===== config.mk =====
export PLATFORM = sky130hd
export DESIGN_NAME = udp_cmd_parser
export DESIGN_NICKNAME = d
export VERILOG_FILES = /design/src/rtl/udp_cmd_parser.sv
export SDC_FILE = /design/constraint.sdc
export NUM_CORES = 1
export LEC_CHECK = 0
export CORE_MARGIN = 4
export CORE_UTILIZATION = 45
export CTS_BUF_LIST = sky130_fd_sc_hd__clkbuf_8
export DETAILED_ROUTE_END_ITERATION = 10
export DONT_BUFFER_PORTS = 1
export GPL_TIMING_DRIVEN = 0
export HOLD_SLACK_MARGIN = 0.03
export SYNTH_ARGS = -nofsm -noshare
export SYNTH_HDL_FRONTEND = slang
export SYNTH_SLANG_ARGS = --single-unit

===== constraint.sdc =====
create_clock -name rclk -period 3.2 [get_ports rclk]
set_clock_uncertainty 0.15 [all_clocks]
set_input_delay 0.64 -clock rclk [delete_from_list [all_inputs] [get_ports rclk]]
set_output_delay 0.64 -clock rclk [all_outputs]
set_load 0.005 [all_outputs]

===== src/rtl/udp_cmd_parser.sv =====
// Command-frame parser on the read side of the UDP command FIFO.
// Splits frames into a header transaction and a payload stream; malformed frames are dropped and counted.
module udp_cmd_parser #(
    parameter int DATA_WIDTH = 32,
    parameter int MAX_LEN    = 256
) (
    input  logic                  rclk,
    input  logic                  rrst,
    input  logic                  fifo_rempty,
    output logic                  fifo_ren,
    input  logic [DATA_WIDTH-1:0] fifo_rdata,
    output logic                  cmd_valid,
    input  logic                  cmd_ready,
    output logic [7:0]            cmd_opcode,
    output logic [31:0]           cmd_addr,
    output logic [15:0]           cmd_len,
    output logic                  wdata_valid,
    input  logic                  wdata_ready,
    output logic [31:0]           wdata,
    output logic                  wdata_last,
    output logic                  err_pulse,
    output logic [1:0]            err_code,
    output logic [15:0]           err_cnt
);

    localparam logic [7:0]  MAGIC     = 8'hA5;
    localparam logic [16:0] MAX_LEN_W = 17'(MAX_LEN);

    typedef enum logic [2:0] {
        ST_HDR0 = 3'd0,
        ST_HDR1 = 3'd1,
        ST_CMD  = 3'd2,
        ST_DATA = 3'd3,
        ST_SKIP = 3'd4
    } state_t;

    state_t      state_r;
    state_t      state_next_s;
    logic        inflight_r;
    logic        want_s;
    logic        capture_s;
    logic        magic_ok_s;
    logic        len_over_s;
    logic [15:0] hdr_len_s;
    logic        bad_magic_s;
    logic        bad_len_s;
    logic        hdr_ok_s;
    logic        cmd_hs_s;
    logic        wdata_hs_s;
    logic [16:0] rem_r;
    logic [16:0] skip_cnt_r;

    logic        cmd_valid_r;
    logic [7:0]  cmd_opcode_r;
    logic [31:0] cmd_addr_r;
    logic [15:0] cmd_len_r;
    logic        wdata_valid_r;
    logic [31:0] wdata_r;
    logic        wdata_last_r;
    logic        err_pulse_r;
    logic [1:0]  err_code_r;
    logic [15:0] err_cnt_r;

    assign capture_s  = inflight_r;
    assign hdr_len_s  = fifo_rdata[15:0];
    assign magic_ok_s = (fifo_rdata[31:24] == MAGIC);
    assign len_over_s = ({1'b0, hdr_len_s} > MAX_LEN_W);
    assign cmd_hs_s   = cmd_valid_r && cmd_ready;
    assign wdata_hs_s = wdata_valid_r && wdata_ready;

    // Single outstanding read; gated by reset so the port is quiet while the FIFO read side flushes.
    assign fifo_ren = !rrst && !fifo_rempty && !inflight_r && want_s;

    assign cmd_valid   = cmd_valid_r;
    assign cmd_opcode  = cmd_opcode_r;
    assign cmd_addr    = cmd_addr_r;
    assign cmd_len     = cmd_len_r;
    assign wdata_valid = wdata_valid_r;
    assign wdata       = wdata_r;
    assign wdata_last  = wdata_last_r;
    assign err_pulse   = err_pulse_r;
    assign err_code    = err_code_r;
    assign err_cnt     = err_cnt_r;

    // Next-state, fetch request and header classification.
    always_comb begin
        state_next_s = state_r;
        want_s       = 1'b0;
        bad_magic_s  = 1'b0;
        bad_len_s    = 1'b0;
        hdr_ok_s     = 1'b0;
        case (state_r)
            ST_HDR0: begin
                want_s = 1'b1;
                if (capture_s) begin
                    if (!magic_ok_s) begin
                        bad_magic_s  = 1'b1;
                        state_next_s = ST_HDR0;
                    end else if (len_over_s) begin
                        bad_len_s    = 1'b1;
                        state_next_s = ST_SKIP;
                    end else begin
                        hdr_ok_s     = 1'b1;
                        state_next_s = ST_HDR1;
                    end
                end else begin
                    state_next_s = ST_HDR0;
                end
            end
            ST_HDR1: begin
                want_s = 1'b1;
                if (capture_s) begin
                    state_next_s = ST_CMD;
                end else begin
                    state_next_s = ST_HDR1;
                end
            end
            ST_CMD: begin
                want_s = 1'b0;
                if (cmd_hs_s) begin
                    if (cmd_len_r == 16'd0) begin
                        state_next_s = ST_HDR0;
                    end else begin
                        state_next_s = ST_DATA;
                    end
                end else begin
                    state_next_s = ST_CMD;
                end
            end
            ST_DATA: begin
                want_s = !wdata_valid_r && (rem_r != 17'd0);
                if (wdata_hs_s && wdata_last_r) begin
                    state_next_s = ST_HDR0;
                end else begin
                    state_next_s = ST_DATA;
                end
            end
            ST_SKIP: begin
                want_s = 1'b1;
                if (capture_s && (skip_cnt_r == 17'd1)) begin
                    state_next_s = ST_HDR0;
                end else begin
                    state_next_s = ST_SKIP;
                end
            end
            default: begin
                want_s       = 1'b0;
                state_next_s = ST_HDR0;
            end
        endcase
    end

    // State and read-in-flight registers.
    always_ff @(posedge rclk) begin
        if (rrst) begin
            state_r    <= ST_HDR0;
            inflight_r <= 1'b0;
        end else begin
            state_r    <= state_next_s;
            inflight_r <= fifo_ren;
        end
    end

    // Error reporting: pulse, sticky code and saturating count.
    always_ff @(posedge rclk) begin
        if (rrst) begin
            err_pulse_r <= 1'b0;
            err_code_r  <= 2'd0;
            err_cnt_r   <= 16'd0;
        end else begin
            err_pulse_r <= bad_magic_s || bad_len_s;
            if (bad_magic_s) begin
                err_code_r <= 2'd1;
            end else if (bad_len_s) begin
                err_code_r <= 2'd2;
            end else begin
                err_code_r <= err_code_r;
            end
            if ((bad_magic_s || bad_len_s) && (err_cnt_r != 16'hFFFF)) begin
                err_cnt_r <= err_cnt_r + 16'd1;
            end else begin
                err_cnt_r <= err_cnt_r;
            end
        end
    end

    // Header fields, payload stream and the rem/skip word counters.
    always_ff @(posedge rclk) begin
        if (rrst) begin
            cmd_valid_r   <= 1'b0;
            cmd_opcode_r  <= 8'd0;
            cmd_addr_r    <= 32'd0;
            cmd_len_r     <= 16'd0;
            wdata_valid_r <= 1'b0;
            wdata_r       <= 32'd0;
            wdata_last_r  <= 1'b0;
            rem_r         <= 17'd0;
            skip_cnt_r    <= 17'd0;
        end else begin
            case (state_r)
                ST_HDR0: begin
                    if (hdr_ok_s) begin
                        cmd_opcode_r <= fifo_rdata[23:16];
                        cmd_len_r    <= hdr_len_s;
                    end
                    if (bad_len_s) begin
                        // address word plus every payload word must be drained
                        skip_cnt_r <= {1'b0, hdr_len_s} + 17'd1;
                    end
                end
                ST_HDR1: begin
                    if (capture_s) begin
                        cmd_addr_r  <= fifo_rdata;
                        cmd_valid_r <= 1'b1;
                    end
                end
                ST_CMD: begin
                    if (cmd_hs_s) begin
                        cmd_valid_r <= 1'b0;
                        rem_r       <= {1'b0, cmd_len_r};
                    end
                end
                ST_DATA: begin
                    if (capture_s) begin
                        wdata_r       <= fifo_rdata;
                        wdata_valid_r <= 1'b1;
                        wdata_last_r  <= (rem_r == 17'd1);
                        rem_r         <= rem_r - 17'd1;
                    end else if (wdata_hs_s) begin
                        wdata_valid_r <= 1'b0;
                        wdata_last_r  <= 1'b0;
                    end
                end
                ST_SKIP: begin
                    if (capture_s) begin
                        skip_cnt_r <= skip_cnt_r - 17'd1;
                    end
                end
                default: begin
                    cmd_valid_r   <= 1'b0;
                    wdata_valid_r <= 1'b0;
                end
            endcase
        end
    end

endmodule


# Word-level counts from Yosys, hierarchy flattened

Cells that the tools add are included.

Bits in registers: 148
Input bits: 37
Output and inout bits: 111
Word-level logic and storage cells: 105

Add/sub/neg operators: 4
Magnitude comparators: 1
Equal/unequal tests: 14
Mux-type cells: 36
Bitwise gates (word level): 2
Reduce and logical (&&, ||, !) cells: 33

Operators by type and width:

| operator                                              | count |
|---|---|
| two-way mux 17 bit                                    | 4 |
| one-hot mux 17 bit (2 select lines)                   | 2 |
| equality test 17 x 1 -> 1 bit (second input constant) | 2 |
| subtractor 17 x 1 -> 17 bit (second input constant)   | 2 |
| two-way mux 1 bit                                     | 18 |
| adder 16 x 1 -> 17 bit (second input constant)        | 1 |
| nonzero test 17 bit                                   | 1 |
| adder 16 x 1 -> 16 bit (second input constant)        | 1 |
| > comparator 16 x 9 -> 1 bit (second input constant)  | 1 |
| zero test 16 bit                                      | 1 |
| inequality test 16 bit (second input constant)        | 1 |
| two-way mux 3 bit                                     | 5 |
| one-hot mux 3 bit (5 select lines)                    | 1 |
| inequality test 2 bit (second input constant)         | 5 |
| AND reduction 2 bit                                   | 5 |
| logical AND 1 bit                                     | 9 |
| AND reduction 3 bit                                   | 3 |
| equality test 8 bit (second input constant)           | 1 |
| nonzero test 2 bit                                    | 4 |
| equality test 3 x 2 -> 1 bit (second input constant)  | 2 |
| two-way mux 2 bit                                     | 3 |
| OR reduction 3 bit                                    | 2 |
| zero test 1 bit                                       | 4 |
| one-hot mux 1 bit (2 select lines)                    | 2 |
| 9 further kinds                                       | 10 |

# Depth between registers and ports, before layout

Depth after elaboration: 7
Mapped depth: 9
Mapped depth without buffers: 7

# Worst setup path before layout

No wires, ideal clock.

Path kind: input -> register
Start point: input fifo_rdata[0]
End point: register err_cnt_r[8], in the netlist err_cnt[8]
Library setup time: 0.121 ns
Data arrival time: 2.561 ns
Required time: 2.929 ns
Path slack: 0.367 ns
Cell stages on the path: 8
Buffers on the path: 1
Path through: inv_1 > ha_1 > or4b_4 > o41a_4 > o31ai_4 > buf_6 > nor4_2 > mux2_4

Longest elaborated chain between the ends: 7

Ends and longest elaborated chain:

| element                      | line | RTL |
|---|---|---|
| from (decl)                  | 11   | `input logic [DATA_WIDTH-1:0] fifo_rdata,` |
| > comparator 16 x 9 -> 1 bit | 67   | `assign len_over_s = ({1'b0, hdr_len_s} > MAX_LEN_W);` |
| two-way mux 1 bit            | 99   | `end else if (len_over_s) begin` |
| two-way mux 1 bit            | 96   | `if (!magic_ok_s) begin` |
| two-way mux 1 bit            | 95   | `if (capture_s) begin` |
| two-way mux 1 bit            | 92   | `case (state_r)` |
| logical OR 1 bit             | 179  | `if ((bad_magic_s \|\| bad_len_s) && (err_cnt_r != 16'hFFFF)) begin` |
| logical AND 1 bit            | 179  |  |
| to (signal assigned)         | 180  | `err_cnt_r <= err_cnt_r + 16'd1;` |
| to (signal assigned)         | 182  | `err_cnt_r <= err_cnt_r;` |
| to (decl)                    | 62   | `logic [15:0] err_cnt_r;` |

Every way passes these cells.
A chain may end at the register's enable or synchronous reset.

# Worst setup path in the final report

Start point: register rem_r[4]
End point: output fifo_ren

Longest elaborated chain between the ends: 4

Ends and longest elaborated chain:

| element                            | line | RTL |
|---|---|---|
| from (decl)                        | 50   | `logic [16:0] rem_r;` |
| from (signal assigned)             | 220  | `rem_r <= {1'b0, cmd_len_r};` |
| from (signal assigned)             | 228  | `rem_r <= rem_r - 17'd1;` |
| nonzero test 17 bit                | 131  | `want_s = !wdata_valid_r && (rem_r != 17'd0);` |
| logical AND 1 bit                  | 131  |  |
| one-hot mux 1 bit (2 select lines) | 92   |  |
| logical AND 1 bit                  | 72   | `assign fifo_ren = !rrst && !fifo_rempty && !inflight_r && want_s;` |
| to (decl)                          | 10   | `output logic fifo_ren,` |

Every way passes these cells.

==> summary.txt <==
Internal Pwr Total = 2.60 mW
Critical path fanouts, max = 8
Nets = 940
Status = finished clean
Antenna violations before repair = 0
GR Overflow Total = 0
Data required, critical path = 2410 ps
Die Wd = 132 um
Post-route cell area = 7600 um^2
Num Clock Sinks = 148
Leak = 2.49 nW
GP Congestion = 0.952
Sequential fraction of the synthesis area = 0.427
Switch share = 0.251
Clock share of power = 0.428
Num rows = 45
Most frequent cells in the layout = nand2_1, dfxtp_1, a21oi_1, clkbuf_1, nor2_1
Share of layout cells above drive strength 1 = 0.0606
Met3 usage = 0.0947
Post-synthesis cell type count = 64
Die area = 17500 um^2
Power per cell area = 457 nW/um^2
Post-Layout Cell Count = 1096
Critical Path Sink Type = output pin
Top FF cell, synth = dfxtp_1
First-pass GRT wire length = 35000 um
Syn_area_per_cell = 7.93 um^2
Synthesis-to-layout area growth = 9.48%
CTS max path bufs = 2
Fraction of registers with async set or reset after synthesis = 0
Worst hold path endpoint = cmd_addr[18]$_SDFFE_PP0P_
RSZ-0062 raised after global routing = no
Commonest non-fill, non-tap cell in the layout = nand2_1
R2R cell count = 6
N_diodes = 0
Clk slew on worst S/H paths = 90 ps
Total wire length = 22500 um
Largest net degree at the start of global routing = 17
EDFF count, synth = 0
Fin crit share = 0.956
Final Hold Violating Endpoints = 0
Start point of the worst min-delay path = fifo_rdata[18]
Vias = 6758
Core area = 15100 um^2
CTS tree = done
Crit path kind = reg2out
Met1 Resource Use GR = 0.317
Die H = 132 um
Ys Warns = 0
CP Data Arrival Time = 2270 ps
Hold buffers post-CTS = 0
Hold crit path type = in2reg
Synth Instances = 875
Flop pwr share = 0.533
Max-cap violations = 0
Pwr Total = 3.47 mW
DRT iter0 DRCs = 556
Top Usage Layer GRT = met2
Vias per cell = 6.17
Post-DP HPWL = 16400 um
Mapped Area = 6940 um^2
DR DRC count = 0
Vias in the first global route = 6199
FF-to-FF End = skip_cnt_r[9]$_SDFFE_PP0P_
Yosys reg bits = 148
Per-cell routed wire length = 20.5 um
CP Launch Type = register
Worst-Margin Slew = 931 ps
Total Routing Usage GR = 0.250
Final Setup Violations = 0
Hold path depth = 2
DP Area = 7180 um^2
Comb power frac = 0.040
Max-slew violations = 0
Met2 usage = 0.390
Placed cell count = 1063
IO Count = 148
Worst-Skew Late Latency = 460 ps
Post-synth net total = 920
# port buffers = 0
Hold_ws = 150 ps
H-tree Lvls = 4
Crit path time final = 3060 ps
Reg2reg start = state_r[1]$_SDFF_PP0_
DR pass1 iterations = 5
DRT antenna net count = 0
Switch Pwr = 0.870 mW
Slew Limit Headroom = 0.374
Peak Freq = 327 MHz
Reg2Reg Setup Slack = 220 ps
Max VDD drop = 0.338 mV
Cts bufs inserted = 17
Clk root buf = clkbuf_8
Starting density of the core = 0.458
-- registers in the layout, summed over array words and instances (netlist names) --
name / flops
capture_s: 1
err_cnt: 16
state_r: 3
err_code: 2
wdata: 32
rem_r: 17
cmd_opcode: 8
cmd_valid: 1
err_pulse: 1
wdata_last: 1
skip_cnt_r: 17
cmd_len: 16
cmd_addr: 32
wdata_valid: 1
-- final cells by class --
type | instances | area (um^2)
Multi-Input combinational cell | 647 | 3650
Sequential cell | 148 | 2960
Fill cell | 1462 | 7550
Inverter | 14 | 52.6
Timing Repair Buffer | 2 | 15.0
Clock inverter | 14 | 153
Clock buffer | 18 | 248
Tap cell | 188 | 235
Buffer | 65 | 280
-- power groups by stage --
| stage | registers, mW | clock network (mW) | logic (mW) |
|---|---|---|---|
| detailed placement | 1.89 | 0 | 0.136 |
| CTS | 1.85 | 1.51 | 0.136 |
| global route | 1.85 | 1.59 | 0.149 |
| floorplan | 1.89 | 0 | 0.0901 |
| global placement | 1.89 | 0 | 0.133 |
| finish | 1.85 | 1.48 | 0.138 |
-- per-stage QoR --
step / setup slack (ps) / setup TNS (ps) / util
after global placement: -167 / -1090 / 0.474
final: 141 / 0 / 0.502
after global routing: 16.1 / 0 / 0.502
after detailed placement: -123 / -801 / 0.474
after floorplan: 367 / 0 / -
after CTS: 143 / 0 / 0.500
-- worst max-delay path: stages (launching register included) --
cell and delay, ps:
dfxtp_1 390, or4_1 730, nor4_2 210, and3_1 240, a21o_1 150, a21oi_1 90
-- logic make-up after synthesis --
group | share of synthesized area
AOI/OAI and AO/OA | 0.209
xor gates and xnor gates | 0.0189
adders and majority gates | 0.0144
buffers and inverters | 0.0485
DFF | 0.427
muxes | 0.0314
and+or+nand+nor | 0.251
-- Yosys cell counts, types with 3 or more instances --
library cell  number  area [um^2]
nor3_1            23          115
o32ai_1            7         61.3
o21a_1             3         22.5
and2_1            11         68.8
nor4_1            19          119
or3b_2             3         26.3
o31ai_1           17          128
xor2_1            10         87.6
clkbuf_1          59          221
or4_1             14          105
o21ai_0           31          155
a21oi_1          121          606
a22o_1             4         35.0
a211oi_1           6         45.0
a22oi_1           10         75.1
and3_1             5         31.3
o22ai_1            6         37.5
or3_1              3         18.8
nand4_1           14         87.6
nand3_1           24          120
nand2_1          170          638
dfxtp_1          148         2960
nor2_1            56          210
a21o_1             4         30.0
mux2i_1           18          180
ha_1               8          100
inv_1             14         52.6
a221oi_1           3         26.3
nor2b_1            7         43.8
a32o_1             3         30.0
xnor2_1            5         43.8
nor3b_1            3         22.5
-- metal layers --
layer | up-vias | share of wire | wire [um]
met2 | 307 | 0.46 | 10300
met3 | 47 | 0.099 | 2220
met1 | 3234 | 0.42 | 9350
li1 | 3170 | - | -
met4 | 0 | 0.028 | 631
met5 | - | 0 | 0
-- worst max path at each step --
stage                           from                         end  slack (ps)  cells after the start
2_1_floorplan          fifo_rdata[0]     err_cnt[8]$_SDFFE_PP0P_         370                      8
6_report       rem_r[4]$_SDFFE_PP0P_                    fifo_ren         140                      5
3_3_place_gp           fifo_rdata[0]  skip_cnt_r[8]$_SDFFE_PP0P_        -170                      7
4_1_cts        state_r[1]$_SDFF_PP0_       rem_r[8]$_SDFFE_PP0P_         140                      8
5_1_grt        state_r[1]$_SDFF_PP0_  skip_cnt_r[7]$_SDFFE_PP0P_          20                      6
3_5_place_dp           fifo_rdata[0]  skip_cnt_r[4]$_SDFFE_PP0P_        -120                      7
-- what timing repair did --
| item | CTS | global route |
|---|---|---|
| setup buffers | 0 | 2 |
| hold endpoints to repair | 0 | 0 |
| setup endpoints to repair | 0 | 9 |
| resized for setup | 0 | 2 |
No activity file was read; power rests on OpenSTA's default activity.
